## src/rtl/mul_issue_pkg.sv

```systemverilog
// Shared RV32M multiply types for the execute-stage issue logic.
// Multiply operand signedness, issue FSM states and funct3 codes.
package rv32imc_types;

    typedef enum logic [1:0] {
        MUL_SS = 2'd0,
        MUL_SU = 2'd1,
        MUL_UU = 2'd2
    } mul_type_t;

    typedef enum logic [1:0] {
        MI_IDLE  = 2'd0,
        MI_RUN   = 2'd1,
        MI_HOLD  = 2'd2,
        MI_DRAIN = 2'd3
    } muliss_state_t;

    localparam logic [2:0] mulr    = 3'b000;
    localparam logic [2:0] mulhr   = 3'b001;
    localparam logic [2:0] mulhsur = 3'b010;
    localparam logic [2:0] mulhur  = 3'b011;

endpackage

```

## src/rtl/mul_issue_funct3_decode.sv

```systemverilog
// RV32M funct3 to multiplier operand signedness.
// Low-word MUL runs unsigned; funct3[2] set is not a multiply.
module mul_funct3_decode
    import rv32imc_types::*;
(
    input  logic [2:0] funct3,
    output mul_type_t  mul_type,
    output logic       illegal
);

    always_comb begin
        mul_type = MUL_UU;
        illegal  = funct3[2];
        unique case (1'b1)
            funct3 == mulhr:   mul_type = MUL_SS;
            funct3 == mulhsur: mul_type = MUL_SU;
            default:           mul_type = MUL_UU;
        endcase
    end

endmodule

```

## src/rtl/mul_issue.sv

```systemverilog
// Execute-stage sequencer in front of the multiplier: issue,
// completion capture, result hold and flush absorption.
module mul_issue
    import rv32imc_types::*;
#(
    parameter int WDOG_MAX = 16
) (
    input  logic        clk,
    input  logic        rst,
    input  logic        req_valid,
    output logic        req_ready,
    input  logic [31:0] req_a,
    input  logic [31:0] req_b,
    input  logic [2:0]  req_funct3,
    input  logic [4:0]  req_rd,
    input  logic        flush,
    output logic        rsp_valid,
    input  logic        rsp_ready,
    output logic [31:0] rsp_data,
    output logic [4:0]  rsp_rd,
    output logic [31:0] mul_a,
    output logic [31:0] mul_b,
    output logic        mul_start,
    output logic [2:0]  mul_op,
    output logic [2:0]  mul_funct3,
    input  logic [31:0] mul_fout,
    input  logic        mul_stall,
    output logic        err_timeout
);

    localparam int WW = $clog2(WDOG_MAX + 1);

    muliss_state_t state, state_n;
    mul_type_t     dec_type;
    logic          dec_ill;
    logic          ill_q;
    logic          done;
    logic          accept;
    logic          wd_entry;
    logic          wd_active;
    logic [WW-1:0] wd_cnt;

    mul_funct3_decode u_dec (
        .funct3   (req_funct3),
        .mul_type (dec_type),
        .illegal  (dec_ill)
    );

    assign done   = ~mul_stall;
    assign accept = req_valid & req_ready & ~flush;

    always_ff @(posedge clk) begin
        if (!rst) state <= MI_IDLE;
        else      state <= state_n;
    end

    always_comb begin
        state_n = state;
        unique case (state)
            MI_IDLE:
                if (accept) state_n = MI_RUN;
            MI_RUN:
                // a flush racing completion simply discards the result
                if (done)       state_n = flush ? MI_IDLE : MI_HOLD;
                else if (flush) state_n = MI_DRAIN;
            MI_HOLD:
                if (flush)          state_n = MI_IDLE;
                else if (rsp_ready) state_n = accept ? MI_RUN : MI_IDLE;
            MI_DRAIN:
                if (done) state_n = MI_IDLE;
            default:
                state_n = MI_IDLE;
        endcase
    end

    always_comb begin
        req_ready = 1'b0;
        mul_start = 1'b0;
        rsp_valid = 1'b0;
        unique case (state)
            MI_IDLE:  req_ready = rst;
            MI_RUN:   mul_start = 1'b1;
            MI_DRAIN: mul_start = 1'b1;
            MI_HOLD: begin
                rsp_valid = 1'b1;
                req_ready = rsp_ready & ~flush;
            end
            default: ;
        endcase
    end

    always_ff @(posedge clk) begin
        if (!rst) begin
            mul_a      <= '0;
            mul_b      <= '0;
            mul_funct3 <= '0;
            mul_op     <= '0;
            rsp_rd     <= '0;
            rsp_data   <= '0;
            ill_q      <= 1'b0;
        end else begin
            if (accept) begin
                mul_a      <= req_a;
                mul_b      <= req_b;
                mul_funct3 <= req_funct3;
                mul_op     <= {1'b0, dec_type};
                rsp_rd     <= req_rd;
                ill_q      <= dec_ill;
            end
            if (state == MI_RUN && done && !flush)
                rsp_data <= ill_q ? '0 : mul_fout;
        end
    end

    assign wd_active = (state == MI_RUN) || (state == MI_DRAIN);
    assign wd_entry  = (state_n != state) &&
                       (state_n == MI_RUN || state_n == MI_DRAIN);

    always_ff @(posedge clk) begin
        if (!rst) begin
            wd_cnt      <= '0;
            err_timeout <= 1'b0;
        end else begin
            if (wd_entry)
                wd_cnt <= '0;
            else if (wd_active && wd_cnt != WW'(WDOG_MAX))
                wd_cnt <= wd_cnt + WW'(1);
            if (wd_cnt == WW'(WDOG_MAX))
                err_timeout <= 1'b1;
        end
    end

    always @(posedge clk) begin
        if (rst && accept)
            assert (!req_funct3[2])
            else $error("mul_issue: illegal funct3 %b", req_funct3);
    end

endmodule

```

## config.mk

```make
export PLATFORM = sky130hd
export DESIGN_NAME = mul_issue
export DESIGN_NICKNAME = d
export VERILOG_FILES = /design/src/rtl/mul_issue_pkg.sv /design/src/rtl/mul_issue_funct3_decode.sv /design/src/rtl/mul_issue.sv
export SDC_FILE = /design/constraint.sdc
export NUM_CORES = 1
export LEC_CHECK = 0
export ABC_AREA = 1
export CAP_MARGIN = 25
export CORE_MARGIN = 5
export CORE_UTILIZATION = 43
export DETAILED_ROUTE_END_ITERATION = 7
export PLACE_DENSITY_LB_ADDON = 0.08
export REMOVE_ABC_BUFFERS = 1
export SETUP_SLACK_MARGIN = 0.1
export SYNTH_ARGS = -nofsm -noshare
export SYNTH_HDL_FRONTEND = slang
export SYNTH_SLANG_ARGS = --single-unit
```

## constraint.sdc

```tcl
create_clock -name clk -period 1.8 [get_ports clk]
set_clock_uncertainty 0.15 [all_clocks]
set_input_delay 0.54 -clock clk [delete_from_list [all_inputs] [get_ports clk]]
set_output_delay 0.54 -clock clk [all_outputs]
set_load 0.02 [all_outputs]
```

==> impl_summary.md, run 1 <==
Synthesis
In this run, synthesis inferred 0 flip-flops with an integrated enable. Synthesis handed over a netlist of 555 instances. The share of synthesized area in the top cell type comes to 0.445. The Yosys warning count is 0. The most frequently used flop master after synthesis is dfxtp_1. By area the synthesized netlist is led by dfxtp_1 45%, nand3_2 13%, a21oi_2 12%. Of all cell types, the one taking the most synthesized area is dfxtp_1. The post-synthesis area per instance is 9.24 um2. Of the synthesized area, sequential elements account for 0.445. In this run, synthesis produced a sequential element count of 114. The mapped netlist covers 5130 um2.

The count of cell types in the netlist is 27. For this run, asynchronously set or reset flops after synthesis account for 0.

Routing
The detailed-route wire length per cell is 18.3 um. The mean number of vias per cell is 5.16. The total routed wirelength is 17.9 mm. In this run, the number of DRC markers left after iteration 0 of detailed routing was 218. After detailed routing, the number of remaining DRC violations is 0.

The detailed-router iteration count before antenna repair is 4. The total number of vias is 5054. In this run the remaining antenna-violating nets after routing total 0.

Layout
In the final layout, the share of cells above drive strength 1 is 0.553. The post-synthesis to final-layout area growth is 69.5%. The number of nets in the layout is 935. The number of antenna diodes in the final layout is 0. Once layout is complete, the utilization of the core stands at 0.751. The count of cells in the finished layout, fillers not included, comes to 979.

Global route
The pin count of the biggest net entering global routing is 33. The first global-routing pass estimated 25.0 mm of wire. The total track usage is 0.220. The initial antenna violation count is 0. Global routing finished with a remaining overflow of 0. The via count of the first global-routing pass is 4852.

Timing
The number of failing hold endpoints at the final stage is 0. Setup repair after global routing could not meet its margin everywhere. Across all setup checks in the final design, the least slack found is -0.176 ns.

The number of setup violations in the final report is 33. The max-slew violation count is 0. The worst hold slack is 0.296 ns. The final critical-path required period is 1.98 ns. The peak clock frequency supported by timing is 506 MHz. In the finished design, the share of the clock period the worst path needs comes to 1.10.

Status
The flow ran to the end, but the final reports show violations. The final reports fail on setup timing.

Critical path
The data arrival time at the worst-slack endpoint is 1.29 ns. The critical path class is flip-flop to output pin. Of all nets on the critical path, the largest fanout is 3.

The longest individual stage delay on the worst path is 0.36 ns. The family with the most delay on the worst path is flip-flops. Data on the critical path is required at its endpoint by 1.11 ns. The startpoint type of the worst setup path is a flip-flop. Traced cell by cell, the critical path runs through buf_6 -> nor2_4 -> nand2_2 -> nand2_4 -> buf_12.

The kind of capture point of the worst setup path is an output pin. The number of buffer and inverter instances along the worst setup path is 2. The cell at the slowest stage of the critical path is dfxtp_4.

Floorplan
The placement row count is 39. Pin placement for this block handled 221 I/O pins. From bottom edge to top edge, the die measures 119 um. The floorplan core area is 11600 um2.

The effective utilization at floorplan is 0.443. The floorplan step defined a die boundary enclosing 14200 um2. The floorplan step set the die width to 119 um.

Power
The cell area power density is 812 nW/um2. Overall power consumption after layout is estimated at 7.06 mW. The fraction of power spent switching nets is 0.246.

For this design the static power due to leakage is 3.40 nW. Of the total power, combinational logic draws 0.169. The share of total power dissipated in the clock network is 0.457. The maximum ir drop on the vdd rail is 0.486 mV.

The internal power of the cells totals 5.32 mW. The power dissipated by switching net loads is 1.73 mW. Of the total power, registers draw 0.374.

Placement
The final HPWL from detailed placement is 10.9 mm. At the end of routability-driven placement, the weighted congestion stood at 0.775. The number of instances in the placed design is 906. The number of buffer cells added on primary ports is 219.

Clocking
In this run, CTS created clock tree buffers numbering 17. The CTS tree is yes. Clock-pin slew was measured on the worst setup and hold paths at 0.05 ns. The tree built by TritonCTS fans out to 114 sinks.

The post-cts hold buffer count is 0. No sink is reached through more buffers than the 2 on the longest clock path. The clock tree synthesis step divided the H-tree into 4 levels. The clock reaches the later pin of the worst-skew pair after 0.41 ns.

The root buffer cell chosen for the clock tree is clkbuf_16.

Worst hold path
The path class of the lowest-slack min-delay path is flip-flop to flip-flop.

Job
Max-cap violations in this run came to 0.
==> kinds of logic after synthesis <==
kind of cell | Yosys count | synth area share
fa+ha+maj | 2 | 0.00488
simple gates | 258 | 0.293
compound gates | 109 | 0.157
other cells | 1 | 0.000732
buf+inv | 67 | 0.0920
flops | 114 | 0.445
xor+xnor | 4 | 0.00684
==> registers in the layout, summed over array words and instances, names as in the netlist, 2 cells and up <==
signal,count
mul_a,32
mul_b,32
mul_funct3,3
mul_op,2
rsp_data,32
rsp_rd,5
state,2
wd_cnt,5
==> power groups by stage <==
| stage | clock (mW) | sequential [mW] | combinational, mW |
|---|---|---|---|
| floorplan | 0 | 2.76 | 0.306 |
| global placement | 0 | 2.68 | 0.978 |
| detailed placement | 0 | 2.68 | 0.990 |
| CTS | 3.27 | 2.63 | 0.978 |
| global route | 3.40 | 2.64 | 1.26 |
| finish | 3.22 | 2.64 | 1.20 |
==> layout by cell type, fill, tap and decap left out, types with 2 or more instances in the layout <==
cell type          n
a21oi_1           17
a21oi_2           91
buf_12            24
buf_16             2
buf_2            107
buf_4             27
buf_6              9
buf_8              5
clkbuf_1           5
clkbuf_16         28
clkbuf_8           6
clkdlybuf4s50_1  106
clkinv_2           3
dfxtp_1          112
dlygate4sd2_1      2
ha_1               2
inv_1             14
inv_2              2
inv_4              3
nand2_1           59
nand2_2           61
nand2_4            6
nand2_8            3
nand3_1           38
nand3_2           70
nand3_4            2
nand4_1            2
nor2_1             9
nor2_2             2
nor2_4             4
nor3_1             2
xor2_1             3
==> metal layers <==
metal / up-vias / track usage / wire, um
met5: - / 0 / 0
met4: 0 / 0.0854 / 411
met3: 25 / 0.103 / 1650
met2: 194 / 0.368 / 8950
met1: 2437 / 0.242 / 6930
li1: 2398 / - / -
==> worst paths after layout <==
| check | from | to | slack, ns | cells past startpoint |
|---|---|---|---|---|
| setup / recovery | state[0] | req_ready | -0.18 | 5 |
| hold / removal | err_timeout | err_timeout | 0.30 | 2 |
| setup reg to reg | state[1] | mul_a[20] | -0.04 | 13 |
| hold reg to reg | err_timeout | err_timeout | 0.30 | 2 |
==> cells in the mapped netlist (6+ instances only) <==
cell type / instances
buf_4: 6
buf_12: 8
nand2_1: 123
buf_2: 12
clkbuf_1: 15
buf_6: 7
nand3_1: 41
dfxtp_1: 114
a21oi_2: 69
nand3_2: 69
a21oi_1: 39
inv_1: 16
nor2_1: 13
==> layout make-up <==
type,count,area [um2]
flip-flops and latches,114,2290
clock buffers,28,527
well taps,143,179
multi-input cells,376,2750
fillers,834,2880
repair buffers,295,2820
inverters,19,78.8
clock inverters,4,45.0
==> tightest hold or removal path, stage by stage (launching register included) <==
cell and delay, ns:
dfxtp_1 0.30, inv_1 0.04, a21oi_1 0.05
==> metrics by stage <==
step	setup slack [ns]	setup TNS [ns]	area, um2
after floorplan	-5.82	-460.67	4730
after detailed placement	-0.486	-45.75	7630
after CTS	-0.187	-0.379	7890
final	-0.176	-0.719	8690
after global placement	-0.495	-43.95	7630
after global routing	-0.219	-4.83	8690
==> timing repair <==
action,CTS,global route
hold endpoints to repair,0,0
setup buffers,10,11
pin swaps,8,40
gates resized for setup,446,130
endpoints found under the setup margin,189,123
cloned,1,19
Power figures use the tool's default switching activity.
==> inputs of run 2 (changes only) <==
Settings changed: CAP_MARGIN 25 to default, GPL_TIMING_DRIVEN from default to 0.
Clock period 1.8 ns to 2.04 ns, I/O delays scaled along.
==> run 2 against run 1 <==
  * The run now ends clean
  * Sequential share of layout area increased by 1.9 points
  * Critical path depth increased by 1
  * Sequential power decreased by 12%
  * Final area decreased by 6.6%
  * Utilization decreased by 5.0 points
  * Global-route usage increased by 1.2 points
  * Highest routed layer unchanged
==> impl_summary.md, run 2 (synthesized netlist as in run 1, its figures left out) <==
Placement
The routability congestion estimate is 0.756 (-2.5%). The final HPWL from detailed placement came to 9.96 mm (-8.9%). The number of buffer cells added on primary ports is 219 (unchanged). The worst slack at placement is -1.96 ns (-1.48 ns).

Timing
The setup slack after layout is 0.00774 ns (+0.184 ns). The number of setup violations in the final report is 0 (-100%). The smallest clock period supported by the final layout is computed as 2.03 ns. The setup TNS was 0 ns (+0.719 ns). The worst hold slack was 0.305 ns (+0.00877 ns). The peak clock frequency supported by timing is 492 MHz. Setup repair after global routing could not meet its margin everywhere.

In this run the tightest slew margin relative to its limit is 0.315. The number of failing hold endpoints at the final stage is 0 (unchanged). The max-slew violation count was 0 (unchanged). Dividing the final minimum period by the clock period gives 0.996.

At the pin with the least slew margin, the transition time is 1.03 ns.

Critical path
The kind of capture point of the worst setup path is an output pin. The slack of the worst reg-to-reg path was 0.24 ns (+0.28 ns). The maximum fanout count along the critical path is 2 (-1).

STA classifies the critical path startpoint as an input pin. The critical path class is input pin to output pin. The data arrival time at the worst-slack endpoint is 1.27 ns (-0.02 ns).

The critical path data required time came to 1.28 ns (+0.17 ns).

Layout
The library cells used most frequently in the layout, excluding fill and tap cells, are 121 x nand2_1, 112 x dfxtp_1, 106 x clkdlybuf4s50_1, 106 x dlygate4sd2_1. The combined flip-flop and latch cell area is 2290 um2 (+0.11%). The ratio of cells with drive above 1 in the final layout came to 0.286 (-0.267). The post-synthesis to final-layout area growth is 58.3%. The final-layout fill cell count is 941 (+13%). The largest registers in the layout are mul_a (32), mul_b (32), rsp_data (32). The most frequent standard cell in the layout excluding fill and tap cells is nand2_1. The number of nets in the layout came to 896 (-4.2%). The area of the multi-input gates is 2540 um2 (-7.6%). The number of diodes added for antenna fixing is 0 (unchanged).

Global route
The global-route congestion overflow total came to 0 (unchanged). The total track usage came to 0.232 (+0.0122). The pin count of the biggest net entering global routing is 61 (+85%). The global-route wire length before repair came to 25.9 mm (+3.3%). The via count of the first global-routing pass came to 4857 (+0.10%). The initial antenna violation count is 0 (unchanged).

Power
The maximum ir drop on the vdd rail is 0.491 mV (+0.87%). The portion of total power attributed to the clock network was 0.469 (+0.012). The cell-internal power is 4.56 mW (-14%).

The part of the total power dissipated in sequential elements was 0.385 (+0.011). The power dissipated by switching net loads is 1.46 mW (-16%). The part of the power in combinational logic is 0.145 (-0.024). The fraction of power spent switching nets is 0.242 (-0.00369). The leakage component of the power is 3.28 nW (-3.6%). The overall power after layout is 6.02 mW (-15%).

The cell area power density is 742 nW/um2 (-8.7%).

Routing
The number of DRC markers in iteration 0 is 230 (+5.5%). The mean number of vias per cell was 5.17 (+0.13%). The detailed-router iteration count before antenna repair is 4 (unchanged). The post-detailed-route count of antenna-violating nets is 0 (unchanged). The total routed wirelength is 17.3 mm (-3.6%). The total number of vias is 4859 (-3.9%). The post-detailed-route DRC marker count is 0 (unchanged).

The detailed-route wire length per cell is 18.4 um (+0.36%).

Job
The number of max-cap violations is 0 (unchanged).

Worst hold path
The min-delay analysis places its worst path in the category flip-flop to flip-flop.

Clocking
The insertion delay of the later-clocked pin in the worst-skew pair was 0.41 ns (about the same). The sink count of the clock tree is 114 (unchanged). The number of buffers inserted during clock tree synthesis is 17 (unchanged). The buffer levels on the longest clock path is 2 (unchanged). The cell at the root of the clock tree is clkbuf_16.

The count of H-tree levels built during CTS is 4 (unchanged). The clock-pin slew reported for the worst setup and hold paths after clock tree synthesis is 0.05 ns (about the same). The post-cts hold buffer count is 0 (unchanged). TritonCTS built the clock tree.

Floorplan
The overall die width is 119 um (unchanged). The effective utilization at floorplan is 0.443 (unchanged). The floorplan core area came to 11600 um2 (unchanged). The placement row count is 39 (unchanged). The I/O pin total came to 221 (unchanged). The die height came to 119 um (unchanged).

The area of the die came to 14200 um2 (unchanged).

Status
The run finished with clean final reports.
run 2: repair_timing:
item                                    in CTS  in global routing
setup buffers                                6                 21
pin swaps                                    7                  7
resized for setup                          152                 17
gates cloned                                 6                  3
endpoints found under the setup margin     222                107
run 2: per-layer routing:
metal / track usage / share of wire / vias up
li1: - / - / 2321
met1: 0.252 / 0.39 / 2335
met2: 0.395 / 0.50 / 186
met3: 0.110 / 0.10 / 17
met4: 0.0854 / 0.013 / 0
met5: 0 / 0 / -
run 2: worst paths after layout:
| path | startpoint | endpoint | cells after the start |
|---|---|---|---|
| worst max-delay path | rsp_ready | req_ready | 6 |
| worst min-delay path | err_timeout | err_timeout | 2 |
| worst max register to register | state[0] | mul_funct3[2] | 9 |
| worst min register to register | err_timeout | err_timeout | 2 |
run 2: layout make-up:
type / count / area share
sequential: 114 / 0.282
inverter: 19 / 0.0110
clock buffer: 28 / 0.0649
clock inverter: 4 / 0.00555
timing repair buffer: 251 / 0.301
tap: 143 / 0.0221
multi-input combinational: 381 / 0.313
run 2: power groups by stage:
stage | clock network, mW | registers [mW] | logic [mW]
floorplan | 0 | 2.43 | 0.270
global placement | 0 | 2.36 | 0.752
detailed placement | 0 | 2.37 | 0.770
CTS | 2.87 | 2.32 | 0.808
global route | 2.99 | 2.32 | 0.928
finish | 2.83 | 2.32 | 0.874
run 2: stage by stage:
stage | cell area [um2] | utilization | instances
4_1_cts | 7850 | 0.679 | 916
5_1_grt | 8110 | 0.702 | 940
3_5_place_dp | 7180 | 0.621 | 872
2_1_floorplan | 4730 | - | 507
3_3_place_gp | 7100 | 0.614 | 869
6_report | 8110 | 0.702 | 940
run 2: worst max-delay path, cell delays in order:
cell	delay, ns
clkdlybuf4s15_1	0.20
inv_2	0.05
nor2_4	0.11
nand2_4	0.08
nand2_8	0.09
buf_6	0.12
==> inputs of run 3 (changes only) <==
Settings changed: CORE_UTILIZATION 43 to 38.
Clock period 2.04 ns to 1.66 ns, I/O delays scaled along.
==> run 3 against run 2 <==
  * The flow now finishes with violations (setup timing)
  * Clock power rose by 38%
  * Global-route usage fell by 1.6 points
  * Sequential cell count did not move
  * Critical path depth fell by 2
  * Utilization rose by 5.3 points
  * Largest cell class unchanged
==> impl_summary.md, run 3 (synthesized netlist as in run 1, its figures left out) <==
Floorplan
The overall die width came to 126 um (+5.8%). The die height is 126 um (+5.8%). The floorplan core area was 13200 um2 (+15%). The area of the die is 15900 um2 (+12%). The placement row count is 42 (+7.7%).

The effective utilization at floorplan is 0.387 (-0.0562). The I/O pin total is 221 (unchanged).

Power
The leakage component of the power was 3.65 nW (+11%). The maximum ir drop on the vdd rail is 0.544 mV (+11%). The cell area power density came to 828 nW/um2 (+12%).

Timing
The number of setup violations in the final report was 75 (+75). The max-slew violation count was 0 (unchanged). The number of failing hold endpoints at the final stage is 0 (unchanged). For the finished layout, the period the worst path requires is 1.86 ns.

The peak clock frequency supported by timing is 538 MHz. The final period utilization is 1.12. Setup repair after global routing could not meet its margin everywhere. The headroom to the max-slew limit is 0.544 (+0.229). The setup slack after layout came to -0.198 ns (-0.206 ns). The slew at the pin closest to its max-slew limit was 0.683 ns (-0.344 ns).

Critical path
The startpoint type of the worst setup path is a flip-flop. The endpoint of the worst-slack reg-to-reg timing path is mul_a[22]. The kind of capture point of the worst setup path is an output pin. The slack of the worst reg-to-reg path came to -0.16 ns (-0.40 ns).

The worst setup path is of the flip-flop to output pin kind. The maximum fanout count along the critical path is 3 (+1). The data arrival time at the worst-slack endpoint is 1.21 ns (-0.06 ns).

The number of cell instances on the worst register-to-register path is 11 (+2). The critical path data required time is 1.01 ns (-0.27 ns). The worst register-to-register path begins at state[0].

Clocking
The number of buffers inserted during clock tree synthesis is 17 (unchanged). The CTS tree is yes. The buffer levels on the longest clock path came to 2 (unchanged). The count of H-tree levels built during CTS is 4 (unchanged). The post-cts hold buffer count is 0 (unchanged). The insertion delay of the later-clocked pin in the worst-skew pair came to 0.41 ns (about the same). The tree is rooted in a clkbuf_16. The clock-pin slew reported for the worst setup and hold paths after clock tree synthesis is 0.05 ns (about the same).

The sink count of the clock tree is 114 (unchanged).

Placement
The final HPWL from detailed placement came to 10.0 mm (+0.45%). The number of buffer cells added on primary ports is 219 (unchanged). The worst slack at placement is -2.24 ns (-0.280 ns).

The routability congestion estimate is 0.881 (+17%). The area of placed instances is 7250 um2 (+0.96%).

Global route
The global routing stage identified its most utilized layer as met2. The initial antenna violation count is 0 (unchanged). The fraction of met3 tracks used by global routing is 0.0953 (-0.0147). The total track usage is 0.216 (-0.0164). The pin count of the biggest net entering global routing came to 61 (unchanged).

The met1 global-route usage came to 0.242 (-0.00992). The via count of the first global-routing pass was 5067 (+4.3%). The global-route congestion overflow total was 0 (unchanged).

The global-route wire length before repair is 27.2 mm (+5.1%). The met2 layer usage reported by global route is 0.359 (-0.0362).

Worst hold path
The startpoint of the tightest hold check path is err_timeout. The instance count along the most critical hold path is 2 (unchanged). The worst hold path belongs to the class flip-flop to flip-flop.

The destination of the worst hold path is err_timeout.

Layout
Leaving out fill and tap cells, the most frequent cell in the layout is clkdlybuf4s50_1. The post-synthesis to final-layout area growth is 94.9%. The final-layout fill cell count is 897 (-4.7%). The number of diodes added for antenna fixing is 0 (unchanged). The final design instance area without fill came to 9990 um2 (+23%). The number of nets in the layout came to 958 (+6.9%). The largest registers in the layout are mul_a (32), mul_b (32), rsp_data (32). The ratio of cells with drive above 1 in the final layout is 0.678 (+0.391). Leaving out fill and tap cells, the most frequent cells in the layout are 105 x clkdlybuf4s50_1, 83 x buf_6, 82 x a21oi_2, 77 x buf_4, 73 x nand3_2.

Routing
The number of DRC markers in iteration 0 was 235 (+2.2%). The post-detailed-route DRC marker count came to 0 (unchanged). The post-detailed-route count of antenna-violating nets is 0 (unchanged). The detailed-router iteration count before antenna repair is 4 (unchanged). The detailed-route wire length per cell is 20.4 um (+11%). The mean number of vias per cell came to 5.12 (-0.88%). The total routed wirelength is 21.1 mm (+22%). The total number of vias is 5303 (+9.1%).

Job
The number of max-cap violations is 0 (unchanged).

Status
The final reports fail on setup timing. The flow ran to the end, but the final reports show violations.
[run 3: through the flow]
step	setup TNS [ns]	utilization	hold WS, ns	total power, mW	std cells
after detailed placement	-200.71	0.548	0.294	3.86	906
after global placement	-785.48	0.539	0.289	3.83	902
final	-5.37	0.755	0.304	8.28	1035
after CTS	-5.43	0.621	0.299	7.94	975
after floorplan	-471.84	-	0.344	3.32	507
after global routing	-10.61	0.755	0.326	8.56	1035
[run 3: worst max path at each step]
stage | start | to | slack (ns) | cells past startpoint
floorplan | req_valid | mul_funct3[2] | -5.91 | 5
global placement | req_valid | mul_funct3[2] | -9.48 | 6
detailed placement | flush | mul_funct3[2] | -2.24 | 7
CTS | state[1] | req_ready | -0.20 | 5
global route | state[0] | req_ready | -0.23 | 4
finish | state[0] | req_ready | -0.20 | 4
[run 3: what timing repair did]
item / CTS / global route
resized for setup: 624 / 345
gates cloned: 10 / 21
pin swaps: 12 / 44
setup endpoints to repair: 223 / 211
setup buffers: 27 / 40
[run 3: metal layers]
metal	vias to the layer above	share of wire
met5	-	0
met3	35	0.077
met1	2563	0.39
li1	2487	-
met4	0	0.023
met2	218	0.51
[run 3: final cells by class]
cell class / count / area (um2) / share of cell area
Multi-Input combinational cell: 400 / 3490 / 0.350
Clock buffer: 22 / 474 / 0.0475
Clock inverter: 10 / 155 / 0.0155
Inverter: 19 / 111 / 0.0111
Timing Repair Buffer: 292 / 3090 / 0.309
Tap cell: 176 / 220 / 0.0220
Timing Repair inverter: 2 / 36.3 / 0.00363
Sequential cell: 114 / 2410 / 0.241
[run 3: worst max-delay path, stage by stage, from the launching register on]
cell and delay, ns:
dfxtp_4 0.37, nor2_4 0.14, nand2_4 0.08, nand2_8 0.10, buf_6 0.11
[run 3: report_power, final]
| part | switching [mW] | internal, mW |
|---|---|---|
| clock | 1.29 | 2.62 |
| sequential | 0.0655 | 2.81 |
| combinational | 0.769 | 0.724 |
| total | 2.13 | 6.15 |
